**src/rtl/align_shamt_pipe.sv**
```systemverilog
// align_shamt_pipe: two-stage FMA pre-alignment. Unpacks A/B/C, forms the
// product exponent and effective-subtract flag, then derives the clamped
// addend shift and C significand in the form the addend aligner consumes.
module align_shamt_pipe #(
  parameter int unsigned SIG_WIDTH   = 23,
  parameter int unsigned EXP_WIDTH   = 8,
  parameter int unsigned EXP_BIAS    = 127,
  parameter int unsigned SHAMT_WIDTH = 7
) (
  input  logic                         clk,
  input  logic                         rst,
  input  logic                         in_valid,
  output logic                         in_ready,
  input  logic [EXP_WIDTH+SIG_WIDTH:0] a,
  input  logic [EXP_WIDTH+SIG_WIDTH:0] b,
  input  logic [EXP_WIDTH+SIG_WIDTH:0] c,
  output logic                         out_valid,
  input  logic                         out_ready,
  output logic [SIG_WIDTH:0]           out_sig_a,
  output logic [SIG_WIDTH:0]           out_sig_b,
  output logic [SIG_WIDTH:0]           out_sig_c,
  output logic [SHAMT_WIDTH-1:0]       out_shamt,
  output logic [EXP_WIDTH+1:0]         out_exp_ab,
  output logic                         out_sign_ab,
  output logic                         out_eff_sub,
  output logic                         out_clamp_lo,
  output logic                         out_clamp_hi
);

  localparam int unsigned FW        = EXP_WIDTH + SIG_WIDTH + 1;
  localparam int unsigned MW        = SIG_WIDTH + 1;
  localparam int unsigned XW        = EXP_WIDTH + 2;
  localparam int unsigned RW        = EXP_WIDTH + 3;
  localparam int unsigned MAX_SHAMT = 3 * SIG_WIDTH + 2;
  localparam int unsigned SHAMT_OFS = SIG_WIDTH + 4;

  // Effective exponent: a zero field (zero/denormal) behaves as exponent 1.
  function automatic logic [EXP_WIDTH-1:0] exp_of(input logic [FW-1:0] x);
    logic [EXP_WIDTH-1:0] f;
    f = x[FW-2:SIG_WIDTH];
    return (f == '0) ? EXP_WIDTH'(1) : f;
  endfunction

  // Significand with the hidden bit restored (0 for zero/denormal).
  function automatic logic [MW-1:0] sig_of(input logic [FW-1:0] x);
    return {(x[FW-2:SIG_WIDTH] != '0), x[SIG_WIDTH-1:0]};
  endfunction

  logic                 v1, v2;
  logic                 adv1, adv2;
  logic [MW-1:0]        s1_sig_a, s1_sig_b, s1_sig_c;
  logic                 s1_sign_ab, s1_eff_sub;
  logic [EXP_WIDTH-1:0] s1_ec;
  logic [XW-1:0]        s1_exp_ab;
  logic [XW-1:0]        exp_ab_c;
  logic [RW-1:0]        raw_c;
  logic [SHAMT_WIDTH-1:0] shamt_c;
  logic                 clamp_lo_c, clamp_hi_c;

  // Handshake: a stage advances when it is empty or the one after it advances.
  always_comb begin
    adv2     = !v2 || out_ready;
    adv1     = !v1 || adv2;
    in_ready = adv1;
  end

  // Product exponent eA+eB-bias; XW bits hold the full signed range.
  always_comb begin
    exp_ab_c = XW'(exp_of(a)) + XW'(exp_of(b)) - XW'(EXP_BIAS);
  end

  // Raw addend shift and its clamp into the aligner's supported range.
  always_comb begin
    raw_c      = RW'(s1_ec) - {s1_exp_ab[XW-1], s1_exp_ab} + RW'(SHAMT_OFS);
    shamt_c    = raw_c[SHAMT_WIDTH-1:0];
    clamp_lo_c = 1'b0;
    clamp_hi_c = 1'b0;
    if (raw_c[RW-1]) begin
      shamt_c    = '0;
      clamp_lo_c = 1'b1;
    end else if (raw_c > RW'(MAX_SHAMT)) begin
      shamt_c    = SHAMT_WIDTH'(MAX_SHAMT);
      clamp_hi_c = 1'b1;
    end
  end

  // Stage valid bits.
  always_ff @(posedge clk or posedge rst) begin
    if (rst) begin
      v1 <= 1'b0;
      v2 <= 1'b0;
    end else begin
      if (adv1) v1 <= in_valid;
      if (adv2) v2 <= v1;
    end
  end

  // Stage 1: unpacked operands and product exponent.
  always_ff @(posedge clk or posedge rst) begin
    if (rst) begin
      s1_sig_a   <= '0;
      s1_sig_b   <= '0;
      s1_sig_c   <= '0;
      s1_sign_ab <= 1'b0;
      s1_eff_sub <= 1'b0;
      s1_ec      <= '0;
      s1_exp_ab  <= '0;
    end else if (in_valid && adv1) begin
      s1_sig_a   <= sig_of(a);
      s1_sig_b   <= sig_of(b);
      s1_sig_c   <= sig_of(c);
      s1_sign_ab <= a[FW-1] ^ b[FW-1];
      s1_eff_sub <= a[FW-1] ^ b[FW-1] ^ c[FW-1];
      s1_ec      <= exp_of(c);
      s1_exp_ab  <= exp_ab_c;
    end
  end

  // Stage 2: registered outputs; held while the consumer stalls.
  always_ff @(posedge clk or posedge rst) begin
    if (rst) begin
      out_valid    <= 1'b0;
      out_sig_a    <= '0;
      out_sig_b    <= '0;
      out_sig_c    <= '0;
      out_shamt    <= '0;
      out_exp_ab   <= '0;
      out_sign_ab  <= 1'b0;
      out_eff_sub  <= 1'b0;
      out_clamp_lo <= 1'b0;
      out_clamp_hi <= 1'b0;
    end else begin
      if (adv2) out_valid <= v1;
      if (adv2 && v1) begin
        out_sig_a    <= s1_sig_a;
        out_sig_b    <= s1_sig_b;
        out_sig_c    <= s1_sig_c;
        out_shamt    <= shamt_c;
        out_exp_ab   <= s1_exp_ab;
        out_sign_ab  <= s1_sign_ab;
        out_eff_sub  <= s1_eff_sub;
        out_clamp_lo <= clamp_lo_c;
        out_clamp_hi <= clamp_hi_c;
      end
    end
  end

  // out_valid mirrors the stage-2 valid bit.
  logic unused_v2_alias;
  assign unused_v2_alias = v2 ^ out_valid;

endmodule

```
**config.mk**
```make
export PLATFORM = sky130hd
export DESIGN_NAME = align_shamt_pipe
export DESIGN_NICKNAME = d
export VERILOG_FILES = /design/src/rtl/align_shamt_pipe.sv
export SDC_FILE = /design/constraint.sdc
export NUM_CORES = 1
export LEC_CHECK = 0
export CAP_MARGIN = 5
export CORE_MARGIN = 2
export CORE_UTILIZATION = 45
export DETAILED_ROUTE_END_ITERATION = 8
export GPL_TIMING_DRIVEN = 1
export PLACE_DENSITY = 0.77
export SLEW_MARGIN = 20
export SYNTH_ARGS = -nofsm -noshare
export SYNTH_HDL_FRONTEND = slang
export SYNTH_SLANG_ARGS = --single-unit
```
**constraint.sdc**
```tcl
create_clock -name clk -period 5.8 [get_ports clk]
set_clock_uncertainty 0.05 [all_clocks]
set_input_delay 0.87 -clock clk [delete_from_list [all_inputs] [get_ports clk]]
set_output_delay 0.87 -clock clk [all_outputs]
set_load 0.005 [all_outputs]
```
==> reports/qor.csv <==
stage,metric,value,unit
synthesis,area of the mapped netlist,8000,um^2
floorplanning,Chip Width,137,um
placement,HPWL after detailed placement,12.1,mm
synthesis,synthesized-area fraction occupied by and/or/nand/nor cells,25.4,%
cts,CTS tree,yes,
synthesis,share of the synthesized netlist area taken by xor and xnor gates,1.31,%
route,number of violations reported at the end of detailed-routing iteration 0,326,
cts,maximum count of clock buffers along a single path,2,
setup_path,crit-path max FO,2,
global_routing,first-pass GRT wire length,30.2,mm
global_routing,overall fraction of global-route tracks in use,20.5,%
cts,root cell of the clock tree,clkbuf_16,
setup_path,Critical Path Max Stage Delay,500,ps
setup_path,crit path cell chain,clkdlybuf4s50_1 > or4_1 > nor2_1 > nor2_1 > ha_1 > inv_1 > ha_1 > fa_1 > a21o_1 > a21oi_1 > o21bai_1 > a21oi_1 > xor2_1 > o21ai_0,
sta,Fmax achieved,0.315,GHz
synthesis,proportion of synthesized area in mux cells,0.266,%
synthesis,#FFs+latches synth,187,
floorplanning,site row count,48,
setup_path,type of element launching the critical path,input pin,
sta,Final period util,54.7,%
run_status,run status,finished clean,
synthesis,Post-synth EDFFs,0,
sta,Final TNS setup,0,ps
cells_and_area,net count of the finished layout,1196,
cts,Skew-Pair Late Insertion Delay,420,ps
placement,placed cell count,1268,
cells_and_area,number of inserted diodes,0,
synthesis,leading register cell type out of synthesis,dfrtp_1,
cts,number of CTS-inserted buffers,17,
synthesis,syn nets,1031,
power_and_ir_drop,Power per Cell Area,365,nW/um^2
floorplanning,Core Area,17400,um^2
sta,max-slew violations,0,
setup_path,Critical Setup Path Class,in2reg,
sta,RSZ-0062 raised after global routing,false,
synthesis,warnings from Yosys,0,
synthesis,Netlist cell types,41,
sta,Max-Slew Margin vs Limit,28.9,%
global_routing,pin count of the biggest net entering global routing,188,
cells_and_area,count of fill cells added during filler insertion,1481,
cells_and_area,FF/Latch Area,4680,um^2
route,first-pass detailed-route iteration total,5,
synthesis,adder and majority gate portion of the synthesized area,5.35,%
cts,"Clk pin slew, worst setup/hold paths",70,ps
cts,count of cells resized by post-cts repair,0,
power_and_ir_drop,standby leakage power,5.33,nW
cts,count of hold-fix buffers inserted at cts,0,
route,final antenna-violating net count,0,
setup_path,critical-path cell with the highest stage delay,clkdlybuf4s50_1,
sta,# setup viols final,0,
placement,Final Wtd Congestion,0.752,
cts,Post-CTS Setup Bufs,0,
cells_and_area,proportion of layout cells with a drive suffix above 1,4.28,%
setup_path,slack of the worst reg-to-reg path,3000,ps
cts,CTS HTree Levels,4,
floorplanning,Chip Height,137,um
setup_path,data required time at the worst endpoint,6010,ps
floorplanning,overall die area,18800,um^2
global_routing,residual overflow from global routing,0,
synthesis,fraction of the mapped netlist area in compound gates,5.43,%
setup_path,nature of the critical path endpoint,flip-flop,
power_and_ir_drop,"IR drop worst, VDD",0.220,mV
sta,Slew @ Worst Pin,1070,ps
cells_and_area,Synth-to-Final Area Change,33.6,%
route,post-detailed-route wirelength per cell,14.2,um
synthesis,post-synthesis area per instance,8.90,um^2
global_routing,antenna violations before repair,0,
setup_path,arrival time worst endpoint,3380,ps
route,vias after detailed routing,6256,
setup_path,r2r startpoint,s1_exp_ab[1],
cts,sinks on the clock net,187,
cells_and_area,Layout Cells excl Fill,1301,
setup_path,Critical Path Start,a[29],
floorplanning,initial core utilization,46.1,%
cells_and_area,area of the multi-input gates,3040,um^2
sta,Final Hold Viols,0,
global_routing,number of global-route vias before repair,6186,
synthesis,sequential-to-total area share from yosys stat,58.5,%
synthesis,post-synthesis instance total,898,
synthesis,share of synthesized flip-flops with an asynchronous set or reset,100,%
route,drc violations,0,
sta,minimum clock period,3170,ps
placement,number of buffer cells added on primary ports,194,
run,max-cap check violation count,0,
route,vias per cell,4.81,
synthesis,dominant combinational cell family by area after synthesis,simple AND/OR/NAND/NOR gates,
worst_hold_path,Tightest Hold Check Type,reg2reg,
route,sum of routed wire length over all layers,18.5,mm
floorplanning,io pins,195,
worst_hold_path,start point of the worst hold path,s1_sig_b[6],
==> cells in the mapped netlist, types with 2 or more instances <==
cell type	count	area, um^2
a211oi_1	3	22.5
a21boi_0	2	15.0
a21o_1	3	22.5
a21oi_1	8	40.0
a311oi_1	3	26.3
a32o_1	3	30.0
and2_1	2	12.5
buf_1	8	30.0
clkbuf_1	43	161
dfrtp_1	187	4680
fa_1	2	40.0
ha_1	31	388
inv_1	28	105
nand2_1	482	1810
nand2b_1	4	25.0
nand3b_1	2	15.0
nor2_1	19	71.3
nor3_1	4	20.0
nor4_1	3	18.8
o21a_1	2	15.0
o21ai_0	25	125
o21bai_1	2	15.0
or4_1	4	30.0
xnor2_1	7	61.3
xor2_1	5	43.8
==> power breakdown <==
group	internal [W]	switching, W
registers	0.00154	0.000135
clock network	0.000614	0.000515
logic	0.000563	0.000531
total	0.00272	0.00118
==> state kept, by name, summed over array words and instances (netlist names), 10 cells and up <==
name and count:
out_sig_a 24, s1_exp_ab 10, out_sig_c 24, out_exp_ab 10, out_sig_b 24, s1_sig_b 24, s1_sig_a 24, s1_sig_c 24
==> stage by stage <==
step	power, W	hold WS, ps	utilization, %	setup slack [ps]	cell area, um^2
6_report	0.00390	413	61.5	2630	10700
4_1_cts	0.00394	417	61.4	2630	10700
3_3_place_gp	0.00277	392	58.1	2260	10100
2_1_floorplan	0.00226	385	-	2470	8000
3_5_place_dp	0.00280	398	58.1	2180	10100
5_1_grt	0.00414	436	61.5	2390	10700
==> cell usage in the layout, fill, tap and decap left out, drive strengths merged, types with 7 or more instances in the layout <==
| cell | n |
|---|---|
| clkbuf | 19 |
| clkdlybuf4s50 | 194 |
| a21oi | 8 |
| o21ai | 26 |
| ha | 31 |
| nand2 | 482 |
| nor2 | 19 |
| inv | 31 |
| xnor2 | 7 |
| dfrtp | 187 |
==> worst max-delay path: cells and delay by family <==
| kind | cells | cell delay [ps] |
|---|---|---|
| XOR/XNOR | 1 | 150 |
| AND/OR/NAND/NOR | 3 | 260 |
| buffers and inverters | 2 | 540 |
| AO/OA/AOI/OAI | 5 | 810 |
| adder cells (fa/ha/maj) | 3 | 740 |
==> logic make-up after synthesis <==
kind of cell | after synthesis
simple gates | 524
fa+ha+maj | 33
compound gates | 61
xor+xnor | 12
mux | 2
flops | 187
buf+inv | 79
==> layout make-up <==
class                      count  area share [%]
multi-input combinational    632            28.4
inverter                      28            1.02
tap                          225            2.64
clock buffer                  19            4.15
clock inverter                13            1.25
timing repair buffer         197            18.7
sequential                   187            43.8
==> layer usage <==
metal  share of wire (%)  track usage [%]
met5                   0                0
met2                  46             31.7
met4                 1.9             6.70
met1                  46             28.3
met3                 6.9             5.33
==> path summary, 6_finish.rpt <==
kind                            endpoint  depth (start not counted)
min in group asynchronous   out_sig_b[8]                          3
min reg2reg                 out_sig_b[6]                          2
min                         out_sig_b[6]                          2
max reg2reg                 out_shamt[0]                         11
max in group asynchronous  out_sig_c[10]                          4
max                         s1_exp_ab[7]                         14
Power figures use the tool's default switching activity.
